**config.mk**
```make
export PLATFORM = sky130hd
export DESIGN_NAME = pio_channel_sequencer
export DESIGN_NICKNAME = d
export VERILOG_FILES = /design/src/rtl/pio_channel_sequencer.sv
export SDC_FILE = /design/constraint.sdc
export NUM_CORES = 1
export LEC_CHECK = 0
export ABC_AREA = 0
export CORE_MARGIN = 2
export CORE_UTILIZATION = 41
export CTS_CLUSTER_SIZE = 24
export DETAILED_ROUTE_END_ITERATION = 16
export PLACE_DENSITY_LB_ADDON = 0.05
export SYNTH_ARGS = -nofsm -noshare
export SYNTH_HDL_FRONTEND = slang
export SYNTH_SLANG_ARGS = --single-unit
export TNS_END_PERCENT = 20
```
**constraint.sdc**
```tcl
create_clock -name SIM_CLK -period 1.88 [get_ports SIM_CLK]
set_input_delay 0.188 -clock SIM_CLK [delete_from_list [all_inputs] [get_ports SIM_CLK]]
set_output_delay 0.188 -clock SIM_CLK [all_outputs]
set_load 0.02 [all_outputs]
```
**src/rtl/pio_channel_sequencer.sv**
```systemverilog
// Sequences one PIO transfer: decodes the latched address to a channel select.
// Then it issues a write strobe or waits, with a timeout, for a read acknowledge.
//
// Handshake: a transfer is accepted only in IDLE on W7 with PIOD high.
// PIOD must stay high until the sequence reaches DONE; dropping it earlier aborts.
// Read data is valid in RDATA during the single cycle that RDV is high, and RDATA holds afterwards.
module pio_channel_sequencer #(
  parameter logic [3:0] ACK_TIMEOUT = 4'd15
) (
  input  logic        SIM_CLK,
  input  logic        SIM_RST,
  input  logic        A1D,
  input  logic        A2D,
  input  logic        A3D,
  input  logic        A4D,
  input  logic        A5D,
  input  logic        A6D,
  input  logic        A7D,
  input  logic        A8D,
  input  logic        A9D,
  input  logic        PIOD,
  input  logic        DINF,
  input  logic        W7,
  input  logic        Z7,
  input  logic        PACK,
  input  logic [25:0] PDATA,
  output logic [15:0] CHSEL,
  output logic        DOUT_STB,
  output logic [25:0] RDATA,
  output logic        RDV,
  output logic        ERR,
  output logic        BUSY,
  output logic [2:0]  state_dbg
);

  localparam logic [2:0] IDLE     = 3'd0;
  localparam logic [2:0] SELECT   = 3'd1;
  localparam logic [2:0] STROBE   = 3'd2;
  localparam logic [2:0] WAIT_ACK = 3'd3;
  localparam logic [2:0] DONE     = 3'd4;
  localparam logic [2:0] ABORT    = 3'd5;

  logic [2:0] state;
  logic [8:0] addr;
  logic       dinf_q;
  logic [3:0] cnt;

  assign BUSY      = (state != IDLE);
  assign state_dbg = state;

  always_ff @(posedge SIM_CLK or posedge SIM_RST) begin
    if (SIM_RST) begin
      state    <= IDLE;
      addr     <= 9'd0;
      dinf_q   <= 1'b0;
      cnt      <= 4'd0;
      CHSEL    <= 16'd0;
      DOUT_STB <= 1'b0;
      RDATA    <= 26'd0;
      RDV      <= 1'b0;
      ERR      <= 1'b0;
    end else begin
      DOUT_STB <= 1'b0;
      RDV      <= 1'b0;
      case (state)
        IDLE: begin
          if (W7 && PIOD) begin
            addr   <= {A9D, A8D, A7D, A6D, A5D, A4D, A3D, A2D, A1D};
            dinf_q <= DINF;
            ERR    <= 1'b0;
            state  <= SELECT;
          end
        end
        SELECT: begin
          if (!PIOD) begin
            CHSEL <= 16'd0;
            ERR   <= 1'b1;
            state <= ABORT;
          end else if (addr[8:4] == 5'd0) begin
            CHSEL <= 16'd1 << addr[3:0];
            state <= STROBE;
          end else begin
            // Only 16 channels exist; any upper address bit is a decode error.
            CHSEL <= 16'd0;
            ERR   <= 1'b1;
            state <= DONE;
          end
        end
        STROBE: begin
          if (!PIOD) begin
            CHSEL <= 16'd0;
            ERR   <= 1'b1;
            state <= ABORT;
          end else if (!dinf_q) begin
            DOUT_STB <= 1'b1;
            CHSEL    <= 16'd0;
            state    <= DONE;
          end else begin
            cnt   <= 4'd0;
            state <= WAIT_ACK;
          end
        end
        WAIT_ACK: begin
          if (!PIOD) begin
            CHSEL <= 16'd0;
            ERR   <= 1'b1;
            state <= ABORT;
          end else if (PACK) begin
            // Acknowledge wins even on the cycle the timeout would expire.
            RDATA <= PDATA;
            RDV   <= 1'b1;
            CHSEL <= 16'd0;
            state <= DONE;
          end else if (cnt + 4'd1 == ACK_TIMEOUT) begin
            ERR   <= 1'b1;
            RDATA <= 26'd0;
            CHSEL <= 16'd0;
            state <= DONE;
          end else begin
            cnt <= cnt + 4'd1;
          end
        end
        DONE: begin
          if (Z7) state <= IDLE;
        end
        ABORT: begin
          state <= IDLE;
        end
        default: begin
          CHSEL <= 16'd0;
          state <= IDLE;
        end
      endcase
    end
  end

endmodule

```
After elaboration in Yosys (flattened, before gate mapping)
Index checks and enable logic that the tools add are counted.

storage, ports and cells
  bits in registers = 62
  latch bits = 0
  bits in writable memories = 0
  bits in read-only memories = 0
  output and inout port bits = 49
  word-level logic and storage cells = 85
  memories kept = 0

cells by class
  add/subtract/negate cells = 1
  multipliers = 0
  div/mod/pow operators = 0
  order comparisons = 0
  equal/unequal tests = 19
  shifts and indexed selects = 1
  muxes and demuxes = 40
  bitwise operators = 1
  reductions and logical operators = 14

operators by type and width
  operator              number
  $mux 16               7
  $pmux 16 s4           1
  $mux 26               2
  $mux 3                9
  $mux 4                5
  $ne 2x2->1 const B    8
  $shl 1x4->16 const A  1
  $pmux 3 s5            1
  $mux 1                13
  $ne 3x3->1 const B    4
  $reduce_and 6->1      2
  $reduce_and 3->1      3
  $pmux 4 s2            1
  $eq 3x2->1 const B    2
  $eq 3x3->1 const B    2
  $logic_not 5->1       1
  $add 4x1->4 const B   1
  $eq 4x4->1 const B    1
  $ne 4x4->1 const B    1
  $pmux 1 s4            1
  $reduce_bool 2->1     2
  $reduce_bool 4->1     1
  $eq 3x1->1 const B    1
  $logic_not 3->1       1
  other kinds (5)       5

Depth between registers and ports, before layout
  word-level depth = 6
  gate-level depth with buffers = 7

Least setup slack after synthesis
Ideal clock, no wire load.

  path type = register -> register
  start point = reg cnt[0]
  end point = reg CHSEL[13]
  setup time = 122 ps
  arrival = 1,650 ps
  slack = 109 ps
  stages on the path, launching flop included = 8
  path buffers = 1
  clock period less this slack = 1,771 ps
  cell sequence = dfrtp_1 -> ha_1 -> and2b_1 -> a21oi_2 -> o21ai_2 -> nand2_4 -> buf_6 -> a32o_1

between the ends
  cells in the longest elaborated chain, start to end = 4

RTL lines
  what                               RTL line  source
  start: declaration                 46        logic [3:0] cnt;
  start signal: assignment           120       cnt <= cnt + 4'd1;
  $add 4x1->4                        114       end else if (cnt + 4'd1 == ACK_TIMEOUT) begin
  $eq 4x4->1                         114
  $ne 4x4->1 (no source line)        n/a
  $reduce_and 3->1 (no source line)  n/a
  end signal: assignment             80        CHSEL <= 16'd1 << addr[3:0];
  end: declaration                   27        output logic [15:0] CHSEL,

No other way between the ends.
A chain may end at the register's enable or synchronous reset.

Final worst setup path
  start point = reg cnt[1]
  end point = reg cnt[2]

between the ends
  cells in the longest elaborated chain, start to end = 5

RTL lines
  what             RTL line  source
  $add 4x1->4 (*)  114, 120
  $mux 4           114
  $mux 4           108       end else if (PACK) begin
  $mux 4           104       if (!PIOD) begin
  $pmux 4 s2       65        case (state)

Mark *: on every way between the ends. The rest lies on a longest branch, timed or not. The select of a mux whose other input is x is not followed.

==> implementation parameters <==
Parameter                              Value

Routing
  Vias after detailed routing    2073
  Starting DRC count in detailed routing    129
  Antenna-violating nets left    0
  Length of the first detailed-routing pass in iterations    4
  Wirelength per Cell    16.30 um
  Vias per std cell    5.248
  Number of remaining DRC errors    0
  Final Routed Wirelength    6.438 mm

STA
  Final Hold Vio Count    0
  Worst Tran Pin Value    403.3 ps
  Final clock period utilization by the worst path    0.9646
  Achievable frequency    551.4 MHz
  Unrepaired setup endpoints after global routing    yes
  Crit path time final    1813 ps
  Final setup violation count    0
  Final worst clock skew    9.685 ps
  Pins over their slew limit    0
  Slew Limit Headroom    0.7303

Global routing
  Number of global-route vias before repair    1976
  Largest net degree at the start of global routing    43
  Grt total ovfl    0
  First-pass GRT wire length    10.21 mm
  Initial antenna violation count    0
  Overall global routing resource usage    0.1850

Synthesis
  Post-synthesis compound-gate area fraction    0.2026
  Share of synthesized flip-flops with an asynchronous set or reset    1.000
  Post-synth top area share    0.5868
  Share of synthesized area occupied by flip-flops and latches    0.5868
  Simple-gate share of the synthesized area    0.1136
  Net Count, Synth    249
  Synth top area cells    dfrtp_1 (59%), a22o_1 (11%), mux2_4 (5.1%)
  Synth Flop Type    dfrtp_1
  Mux share of post-synthesis cell area    0.05537
  Xor and xnor area share after synthesis    0
  Distinct cell type count after synthesis    46
  Instance count of the mapped netlist    205
  Post-Synthesis Mean Instance Area    12.90 um2
  Number of enable flip-flop cells after synthesis    0
  Main combinational cell family by area after synthesis    compound AO/OA/AOI/OAI gates
  Flip-flop and latch count after synthesis    62
  Count of yosys warnings during synthesis    0
  Synth area leader    dfrtp_1
  Adder and majority cell fraction of the synthesized area    0.009465
  Cell area after synthesis    0.002644 mm2

Floorplan
  Full die area    0.007106 mm2
  Area of the placeable core    0.006277 mm2
  Initial core utilization    0.4212
  Width of the chip    84.30 um
  Die Y    84.30 um
  Number of cell rows    29
  I/O pin total    91

Clock tree
  TritonCTS buffer count    9
  Max clock buf depth    2
  CTS sink count    62
  CTS H-Tree Depth    3
  Clk Latency, worst-skew pair    340 ps
  CTS root buffer    clkbuf_8
  TritonCTS clock tree    done
  Clock transition at path regs    70 ps

Power
  Power Dens Cells    997.2 mW/mm2
  Max VDD drop    0.8675 mV
  Leakage power summed over all cells    1.775 nW

Status
  Status    complete, no violations

Placed design
  Port Buffers    90
  Final weighted congestion in routability-driven placement    0.7670
  Placed wire-length estimate    4.300 mm
  Placed cells    373

Layout
  Fillers    516
  NumNets Final    357
  Area growth from synthesis to layout    52.11%
  Diode count    0
  Final instance count without filler cells    395
  Final standard cell utilization of the core    0.6406
  Fraction of final layout cells sized beyond drive strength 1    0.1824

Setup path
  Peak fanout along the critical path    5
  Worst Setup Path Type    register to register
  Arrival time reported for the critical path endpoint    2040 ps
  Flop-to-flop setup slack    70 ps
  Worst setup SP type    register
  Required time at the endpoint of the critical path    2100 ps
  Critical path endpoint category    register

Run
  Count of maximum capacitance violations    0

Hold path
  Worst min-delay path category    input port to async pin
## cell usage in the layout (no fill, tap or decap), types with 3 or more instances in the layout
cell / count
clkdlybuf4s50_1: 89
dfrtp_1: 60
a22o_1: 33
buf_4: 13
clkbuf_8: 10
mux2_4: 9
nand2_1: 9
nor2_1: 8
o21ai_0: 8
o2bb2ai_1: 8
nand3_1: 7
nor2b_1: 4
inv_1: 4
buf_12: 4
nand2b_1: 3
## Yosys cell counts (3+ instances only)
master     count
nand2_1        9
dfrtp_1       62
a22o_1        33
nor2_1         8
nand2b_1       3
mux2_4         9
o2bb2ai_1      8
nor2b_1        4
inv_1          5
o21ai_0        8
clkbuf_1       3
nand3_1        7
## power by group
| group | internal [mW] | total (mW) | switching (mW) |
|---|---|---|---|
| Combinational | 0.533 | 0.963 | 0.430 |
| Sequential | 1.51 | 1.69 | 0.183 |
| Clock | 0.792 | 1.35 | 0.561 |
| Total | 2.84 | 4.01 | 1.17 |
## kinds of logic after synthesis
kind of cell	after synthesis
simple gates	51
flops	62
mux	10
buf+inv	16
fa+ha+maj	2
compound gates	64
## layout make-up
class | count | area, um2 | area share
timing repair buffer | 107 | 1077 | 0.2679
clock inverter | 6 | 92.59 | 0.02302
clock buffer | 10 | 137.6 | 0.03423
inverter | 5 | 18.77 | 0.004667
sequential | 62 | 1554 | 0.3864
tap | 77 | 96.34 | 0.02396
multi-input combinational | 128 | 1045 | 0.2598
## final timing paths
| path | from | endpoint | cells after the start |
|---|---|---|---|
| max | cnt[1] | cnt[2] | 7 |
| min | SIM_RST | cnt[1] | 3 |
| max reg2reg | cnt[1] | cnt[2] | 7 |
| min reg2reg | CHSEL[3] | CHSEL[3] | 1 |
| max in group asynchronous | SIM_RST | RDATA[19] | 3 |
| min in group SIM_CLK | PDATA[11] | RDATA[11] | 2 |
## routing by layer
layer | vias up | GRT usage | routed length, um
li1 | 986 | - | -
met1 | 1012 | 0.2610 | 3065
met2 | 66 | 0.2727 | 2956
met3 | 9 | 0.03933 | 328
met4 | 0 | 0.08798 | 87
met5 | - | 0 | 0
## flip-flops by register name, summed over array words and instances, names as in the netlist
| register | flops |
|---|---|
| RDV | 1 |
| CHSEL | 16 |
| ERR | 1 |
| state_dbg | 3 |
| DOUT_STB | 1 |
| cnt | 4 |
| dinf_q | 1 |
| RDATA | 26 |
| addr | 9 |
## worst max-delay path, cell delays in order, from the launching register on
cell and delay (ps):
dfrtp_1 390, buf_4 160, and4b_1 230, a311oi_2 360, o21ai_4 150, buf_4 180
o211ai_1 150, o31ai_1 90
## per-stage QoR
step / setup TNS (ps) / power, mW / hold WS, ps / area [um2] / setup slack, ps
2_1_floorplan: 0 / 2.332 / 320.5 / 2644 / 108.6
3_3_place_gp: -539.5 / 2.686 / 474.2 / 3690 / -54.94
3_5_place_dp: -1833 / 2.694 / 481.0 / 3690 / -69.29
4_1_cts: -7.744 / 4.047 / 206.2 / 3949 / -7.744
5_1_grt: -156.0 / 4.209 / 212.8 / 4021 / -43.31
6_report: 0 / 4.010 / 203.7 / 4021 / 66.55
## timing repair
| item | in CTS | in global routing |
|---|---|---|
| gates cloned | 1 | 0 |
| buffers inserted | 0 | 5 |
| pin swaps | 1 | 3 |
| endpoints found under the hold margin | 0 | 0 |
| resized for setup | 4 | 3 |
| setup endpoints to repair | 35 | 35 |
| hold buffers | 0 | 0 |
Power figures use the tool's default switching activity.
